## src/rtl/tinker_mem_pkg.sv

```systemverilog
// rtl/tinker_mem_pkg.sv - shared types and widths for the memory port arbiter
package tinker_mem_pkg;
   localparam int INSTR_W = 32;
   localparam int DATA_W  = 64;

   typedef enum logic [1:0] {ST_IDLE, ST_ACCESS, ST_RESP} state_e;
   typedef enum logic [1:0] {GNT_NONE, GNT_IF, GNT_D} grant_e;
endpackage

```

## src/rtl/arb_prio_starve.sv

```systemverilog
// rtl/arb_prio_starve.sv - data-first priority select with fetch starvation guard
module arb_prio_starve
   import tinker_mem_pkg::*;
#(
   parameter int STARVE_MAX = 4
) (
   input  logic   clk,
   input  logic   reset,
   input  logic   if_valid,
   input  logic   d_valid,
   input  logic   grant_en,
   output grant_e grant
);
   localparam int CW = $clog2(STARVE_MAX + 1);
   localparam logic [CW-1:0] STARVE_LIM = CW'(STARVE_MAX);

   logic [CW-1:0] starve_q, starve_d;

   always_comb begin
      grant    = GNT_NONE;
      starve_d = starve_q;
      if (grant_en) begin
         if (if_valid && (!d_valid || starve_q == STARVE_LIM)) begin
            grant = GNT_IF;
         end else if (d_valid) begin
            grant = GNT_D;
         end
      end
      if (grant == GNT_IF) begin
         starve_d = '0;
      end else if (grant == GNT_D && if_valid && starve_q != STARVE_LIM) begin
         starve_d = starve_q + 1'b1;
      end
   end

   always_ff @(posedge clk or posedge reset) begin
      if (reset) begin
         starve_q <= '0;
      end else begin
         starve_q <= starve_d;
      end
   end
endmodule

```

## src/rtl/mem_port_arbiter.sv

```systemverilog
// rtl/mem_port_arbiter.sv - fetch/data arbiter for the shared byte memory
// Optional MEM_PORT_ARBITER_PERF_EN adds saturating grant and stall counters.
module mem_port_arbiter
   import tinker_mem_pkg::*;
#(
   parameter int ADDR_W     = 64,
   parameter int MEM_LAT    = 1,
   parameter int STARVE_MAX = 4
) (
   input  logic               clk,
   input  logic               reset,
   input  logic               if_req_valid,
   input  logic [ADDR_W-1:0]  if_req_addr,
   output logic               if_req_ready,
   output logic               if_rsp_valid,
   output logic [INSTR_W-1:0] if_rsp_instr,
   input  logic               d_req_valid,
   input  logic               d_req_we,
   input  logic [ADDR_W-1:0]  d_req_addr,
   input  logic [DATA_W-1:0]  d_req_wdata,
   output logic               d_req_ready,
   output logic               d_rsp_valid,
   output logic [DATA_W-1:0]  d_rsp_data,
   output logic [ADDR_W-1:0]  mem_addr,
   output logic               mem_read_instr,
   output logic               mem_read_data,
   output logic               mem_write,
   output logic [DATA_W-1:0]  mem_write_data,
   input  logic [INSTR_W-1:0] mem_instr_in,
   input  logic [DATA_W-1:0]  mem_data_in
`ifdef MEM_PORT_ARBITER_PERF_EN
  ,output logic [31:0]        perf_if_grants,
   output logic [31:0]        perf_d_grants,
   output logic [31:0]        perf_stall_cycles
`endif
);
   localparam int CNT_W = (MEM_LAT > 1) ? $clog2(MEM_LAT) : 1;
   localparam logic [CNT_W-1:0] LAT_LAST = CNT_W'(MEM_LAT - 1);

   state_e             state_q, state_d;
   grant_e             gnt_q, gnt_d, grant;
   logic [ADDR_W-1:0]  addr_q, addr_d;
   logic               we_q, we_d;
   logic [DATA_W-1:0]  wdata_q, wdata_d;
   logic [CNT_W-1:0]   cnt_q, cnt_d;
   logic [INSTR_W-1:0] instr_q, instr_d;
   logic [DATA_W-1:0]  data_q, data_d;
   logic               grant_en, in_access, in_resp, is_if, is_d;

   // Reset gates the grant so ready stays low while reset is held.
   assign grant_en = (state_q == ST_IDLE) && !reset;

   arb_prio_starve #(.STARVE_MAX(STARVE_MAX)) u_arb (
      .clk      (clk),
      .reset    (reset),
      .if_valid (if_req_valid),
      .d_valid  (d_req_valid),
      .grant_en (grant_en),
      .grant    (grant)
   );

   always_comb begin
      state_d = state_q;
      gnt_d   = gnt_q;
      addr_d  = addr_q;
      we_d    = we_q;
      wdata_d = wdata_q;
      cnt_d   = cnt_q;
      instr_d = instr_q;
      data_d  = data_q;
      case (state_q)
         ST_IDLE: begin
            if (grant != GNT_NONE) begin
               state_d = ST_ACCESS;
               gnt_d   = grant;
               cnt_d   = LAT_LAST;
               if (grant == GNT_IF) begin
                  addr_d  = if_req_addr;
                  we_d    = 1'b0;
                  wdata_d = '0;
               end else begin
                  addr_d  = d_req_addr;
                  we_d    = d_req_we;
                  wdata_d = d_req_wdata;
               end
            end
         end
         ST_ACCESS: begin
            if (cnt_q == '0) begin
               state_d = ST_RESP;
               instr_d = mem_instr_in;
               data_d  = we_q ? '0 : mem_data_in;
            end else begin
               cnt_d = cnt_q - 1'b1;
            end
         end
         default: state_d = ST_IDLE;
      endcase
   end

   always_ff @(posedge clk or posedge reset) begin
      if (reset) begin
         state_q <= ST_IDLE;
         gnt_q   <= GNT_NONE;
         addr_q  <= '0;
         we_q    <= 1'b0;
         wdata_q <= '0;
         cnt_q   <= '0;
         instr_q <= '0;
         data_q  <= '0;
      end else begin
         state_q <= state_d;
         gnt_q   <= gnt_d;
         addr_q  <= addr_d;
         we_q    <= we_d;
         wdata_q <= wdata_d;
         cnt_q   <= cnt_d;
         instr_q <= instr_d;
         data_q  <= data_d;
      end
   end

   assign in_access = (state_q == ST_ACCESS);
   assign in_resp   = (state_q == ST_RESP);
   assign is_if     = (gnt_q == GNT_IF);
   assign is_d      = (gnt_q == GNT_D);

   assign if_req_ready   = (grant == GNT_IF);
   assign d_req_ready    = (grant == GNT_D);
   assign mem_addr       = addr_q;
   assign mem_read_instr = in_access && is_if;
   assign mem_read_data  = in_access && is_d && !we_q;
   // Strobe only on the first ACCESS cycle so each store writes exactly once.
   assign mem_write      = in_access && is_d && we_q && (cnt_q == LAT_LAST);
   assign mem_write_data = (in_access && is_d && we_q) ? wdata_q : '0;
   assign if_rsp_valid   = in_resp && is_if;
   assign if_rsp_instr   = if_rsp_valid ? instr_q : '0;
   assign d_rsp_valid    = in_resp && is_d;
   assign d_rsp_data     = d_rsp_valid ? data_q : '0;

`ifdef MEM_PORT_ARBITER_PERF_EN
   logic [31:0] pif_q, pif_d, pd_q, pd_d, pst_q, pst_d;
   logic        stall;

   assign stall = (if_req_valid && !if_req_ready) || (d_req_valid && !d_req_ready);

   always_comb begin
      pif_d = pif_q;
      pd_d  = pd_q;
      pst_d = pst_q;
      if (if_req_ready && pif_q != '1) pif_d = pif_q + 1'b1;
      if (d_req_ready && pd_q != '1)   pd_d  = pd_q + 1'b1;
      if (stall && pst_q != '1)        pst_d = pst_q + 1'b1;
   end

   always_ff @(posedge clk or posedge reset) begin
      if (reset) begin
         pif_q <= '0;
         pd_q  <= '0;
         pst_q <= '0;
      end else begin
         pif_q <= pif_d;
         pd_q  <= pd_d;
         pst_q <= pst_d;
      end
   end

   assign perf_if_grants    = pif_q;
   assign perf_d_grants     = pd_q;
   assign perf_stall_cycles = pst_q;
`endif
endmodule
```

## config.mk

```make
export PLATFORM = sky130hd
export DESIGN_NAME = mem_port_arbiter
export DESIGN_NICKNAME = d
export VERILOG_FILES = /design/src/rtl/tinker_mem_pkg.sv /design/src/rtl/arb_prio_starve.sv /design/src/rtl/mem_port_arbiter.sv
export SDC_FILE = /design/constraint.sdc
export NUM_CORES = 1
export LEC_CHECK = 0
export CORE_AREA = 10 10 194 196
export CTS_CLUSTER_DIAMETER = 80
export DETAILED_ROUTE_END_ITERATION = 6
export DIE_AREA = 0 0 204 206
export GPL_TIMING_DRIVEN = 0
export PLACE_DENSITY = 0.65
export SLEW_MARGIN = 20
export SYNTH_ARGS = -nofsm -noshare
export SYNTH_HDL_FRONTEND = slang
export SYNTH_SLANG_ARGS = --single-unit
```

## constraint.sdc

```tcl
create_clock -name clk -period 10.9 [get_ports clk]
set_input_delay 2.18 -clock clk [delete_from_list [all_inputs] [get_ports clk]]
set_output_delay 2.18 -clock clk [all_outputs]
set_load 0.01 [all_outputs]
```

# Word-level counts from Yosys, hierarchy flattened
# Cells that the tools add are included.
# totals
reg_bits	233
ramBits	0
memories	0
rom_bits	0
output_inout_bits	231
latch_bits	0
in_bits	293
# op_classes
eq_ne	10
reduce_logical	23
div_mod_pow	0
n_lt_le_gt_ge	0
shift	0
n_mux	18
bitwise_logic	1
add_sub_neg	2
mul	0
# ops
cell	count
$mux W64	5
$mux W32	1
$logic_and A1 B1 Y1	11
$mux W2	5
$reduce_and A2 Y1	4
$eq A2 B1 Y1 const B	3
$eq A2 B2 Y1 const B	3
$mux W3	2
$reduce_bool A2 Y1	3
$pmux W2 S2	1
$add A3 B1 Y3 const B	1
$eq A3 B3 Y1 const B	1
$logic_not A1 Y1	3
$mux W1	3
$ne A3 B3 Y1 const B	1
$logic_not A2 Y1	1
$ne A2 B1 Y1 const B	1
$ne A2 B2 Y1 const B	1
$pmux W1 S2	1
$logic_or A1 B1 Y1	1
$not A1 Y1	1
$sub A1 B1 Y1 const B	1

# Depth between registers and ports, before layout
# logic_depth
depth_word	10
depth_mapped	8
depth_no_buf	6

# Hierarchy
# A second synthesis with hierarchy kept.
# unflattened
cells_unflattened	990
area_unflattened_um2	10789.1
# by_module_without_submodules
mod	area_per_inst_um2	cells_per_inst	instances	seq_area_each_um2
mem_port_arbiter	10582.6	967	1	5730.5
arb_prio_starve	206.4	23	1	75.1

# Least setup slack after synthesis
# No wires, ideal clock.
# synth_timing
path_type	in2out
from	input reset
to	output if_req_ready
stages	5
path_slack_ns	5.438
t_arrival_ns	3.282
path_buffers	2
cell_sequence	or4b_1 > buf_2 > or2_1 > inv_2 > buf_2
# synth_via
elab_chain_cells	4
# synth_lines
element	line_no	rtl
from (decl)	mem_port_arbiter.sv:11	input logic reset,
$logic_not A1 Y1 (no source line)	--	
$logic_and A1 B1 Y1	mem_port_arbiter.sv:51	assign grant_en = (state_q == ST_IDLE) && !reset;
$mux W2	arb_prio_starve.sv:22	if (grant_en) begin
$eq A2 B1 Y1	mem_port_arbiter.sv:128	assign if_req_ready = (grant == GNT_IF);
to (decl)	mem_port_arbiter.sv:14	output logic if_req_ready,
# Every way passes these cells.

# Final worst setup path
# layout_timing
from	input reset
to	output d_req_ready
# layout_via
elab_chain_cells	4
# layout_lines
element	line_no	rtl
$logic_not A1 Y1 (no source line)	--	
$logic_and A1 B1 Y1	mem_port_arbiter.sv:51	
$mux W2	arb_prio_starve.sv:22	
$eq A2 B2 Y1	mem_port_arbiter.sv:129	assign d_req_ready = (grant == GNT_D);
to (decl)	mem_port_arbiter.sv:21	output logic d_req_ready,
# Every way passes these cells.

==> impl_metrics.toml <==
[timing]
fin_crit_ns = 7.10
relSlewSlack_pct = 46.2
hold_violations = 0
hold-worst-slack_ns = 0.464
tightest_slew_ns = 0.796
rsz0062_at_grt = "no"
skew_ns = 0.0211
clock.fmax_mhz = 141
fin_setup_tns_ns = 0
setup_slack_ns = 3.80
finalCritPeriodShare_pct = 65.1
drv_slew = 0
setup_viol = 0

[logic_synthesis]
synth_top_family_by_area = "simple AND/OR/NAND/NOR gates"
synth-seq-area-share_pct = 55.0
synth.avg_cell_area_um2 = 9.27
synth_top_area_share_pct = 55.0
yosys_register_bits = 232
synthMuxAreaShare_pct = 0.0949
netlist_area_um2 = 10600
synth-simple-area-share_pct = 27.7
synth_warnings = 0
ys_types = 27
synth_xor_area_share_pct = 0
synth_compound_area_share_pct = 12.6
syn_inst = 1138
synth_nets = 1433
synth-adder-area-share_pct = 0.237
yosysTopAreaCell = "dfrtp_1"
synthTopCellsByArea = "dfrtp_1, nand2_1, and2_1"

[pwr]
p_leak_nw = 7.47
ir_drop_mv = 0.118
powerDensity_nw_per_um2 = 165
power_w = 0.00288

[critical_path]
start_kind = "input port"
path_class = "input port to primary output"
path_max_fanout = 10
max_stage_delay_ns = 0.74
cp_cell_sequence = "clkdlybuf4s50_1, nor4b_1, o21a_1, clkbuf_1, clkdlybuf4s50_1"
cpMostUsedCell = "clkdlybuf4s50_1"
cpMaxStageDelayCell = "nor4b_1"
required_ns = 8.72
arrival_ns = 4.92
crit_path_start = "reset"
cp-end-kind = "primary output"
r2r_start = "u_arb.starve_q[0]"

[finish]
final_common_cell = "clkdlybuf4s50_1"
area_delta_synth_final_pct = 65.3
layoutNonFillerInstCount = 2170
layout-drive-gt1-share_pct = 4.43
final_cell_mix = "clkdlybuf4s50_1, nand2_1, dfrtp_1"
layout.nets = 1988

[drt]
via_per_inst = 4.69
drc_errors = 0
routed_wl_um = 43800
dr.first_iter.drc_count = 444
vias = 10200
drt-wirelength-per-cell_um = 20.2
drtAntennaViolNets = 0
dr.pass1.iters = 7

[grt]
grt_pass1_vias = 10900
grt_overflow_total = 0
grt_usage_pct = 19.8
grt_pass1_wl_um = 65200
grt_max_degree = 99
antenna_found_initial = 2

[worst_hold_path]
worstHoldStart = "instr_q[22]"
hp-class = "flip-flop to flip-flop"

[clock_network]
h-tree-depth = 1
insertion_delay_ns = 0.54
clk_pin_slew_worst_paths_ns = 0.06
cts_tree = "built"
postCtsSetupRepairBufs = 0
cts_root_buf = "clkbuf_16"
cts.sinks = 232
hold_buffers = 0
cts_buffers = 28
cts_resized = 0
clock_path_buffers = 3

[status]
status = "completed"

[flow_run]
drv_cap = 0

[die]
num_rows = 68
num_io_pins = 524
die_x_um = 204
die_h_um = 206
coreArea_um2 = 33900
initial_core_util_pct = 31.1
dieArea_um2 = 42000

[placed_design]
dp_slack_ns = 3.76
post-place-cells = 2118
io_buffer_count = 523
gp_congestion = 0.822
dp_hpwl_um = 34900
[registers in the layout, summed over array words and instances, names as in the netlist]
register and flops:
state_q 2, we_q 1, mem_addr 64, gnt_q 2
instr_q 32, wdata_q 64, u_arb.starve_q 3, data_q 64
[metrics by stage]
stage	util, %	cell area (um^2)
after floorplan	-	10600
after CTS	51.4	17400
final	51.4	17400
after global placement	48.2	16400
after detailed placement	48.4	16400
after global routing	51.4	17400
[cell usage after synthesis, drive strengths merged]
master	n
dfrtp	232
nor4b	1
nand2b	4
or4b	2
o21ai	67
and2	160
a221o	64
ha	2
nor3b	64
a21oi	66
buf	28
mux2i	1
o21a	1
nand4	1
nand3	1
nand2	359
nor3	3
nor2	3
inv	9
clkbuf	67
or2	1
a21boi	1
a21o	1
[cell type report]
type	count	area [um^2]
Clock inverter	13	201
Timing Repair Buffer	525	5290
Sequential cell	232	5810
Multi-Input combinational cell	802	4290
Tap cell	455	569
Clock buffer	38	820
Fill cell	3130	16500
Antenna cell	1	2.50
Inverter	9	41.3
Buffer	95	423
[cells by family after synthesis]
| group | Yosys count |
|---|---|
| AOI/OAI and AO/OA | 200 |
| DFF | 232 |
| adders and majority gates | 2 |
| muxes | 1 |
| and+or+nand+nor | 599 |
| buffers and inverters | 104 |
[worst max-delay path: cells and delay by family]
kind / cells / cell delay (ns)
AOI/OAI and AO/OA: 1 / 0.25
buffers and inverters: 3 / 1.74
and+or+nand+nor: 1 / 0.74
[report_power, final]
group	internal, W	leakage (nW)	switching, W	total [W]
sequential	0.00108	2.94	0.000109	0.00118
clock	0.000642	0.495	0.000375	0.00102
combinational	0.000362	4.04	0.000321	0.000683
[path summary, 6_finish.rpt]
check	to	slack, ns	cells after the start
max	d_req_ready	3.80	5
min	instr_q[22]	0.46	2
max reg2reg	mem_addr[1]	8.35	7
min reg2reg	instr_q[22]	0.46	2
max in group asynchronous	data_q[33]	7.87	3
min in group asynchronous	u_arb.starve_q[1]	2.20	2
[routing by layer]
| layer | vias to the layer above | wire [um] | global-route usage, % |
|---|---|---|---|
| li1 | 4885 | - | - |
| met1 | 4836 | 16000 | 21.1 |
| met2 | 391 | 22000 | 35.3 |
| met3 | 70 | 4280 | 7.38 |
| met4 | 2 | 1600 | 7.19 |
| met5 | - | 13 | 0 |
(Power assumes the default switching activity.)
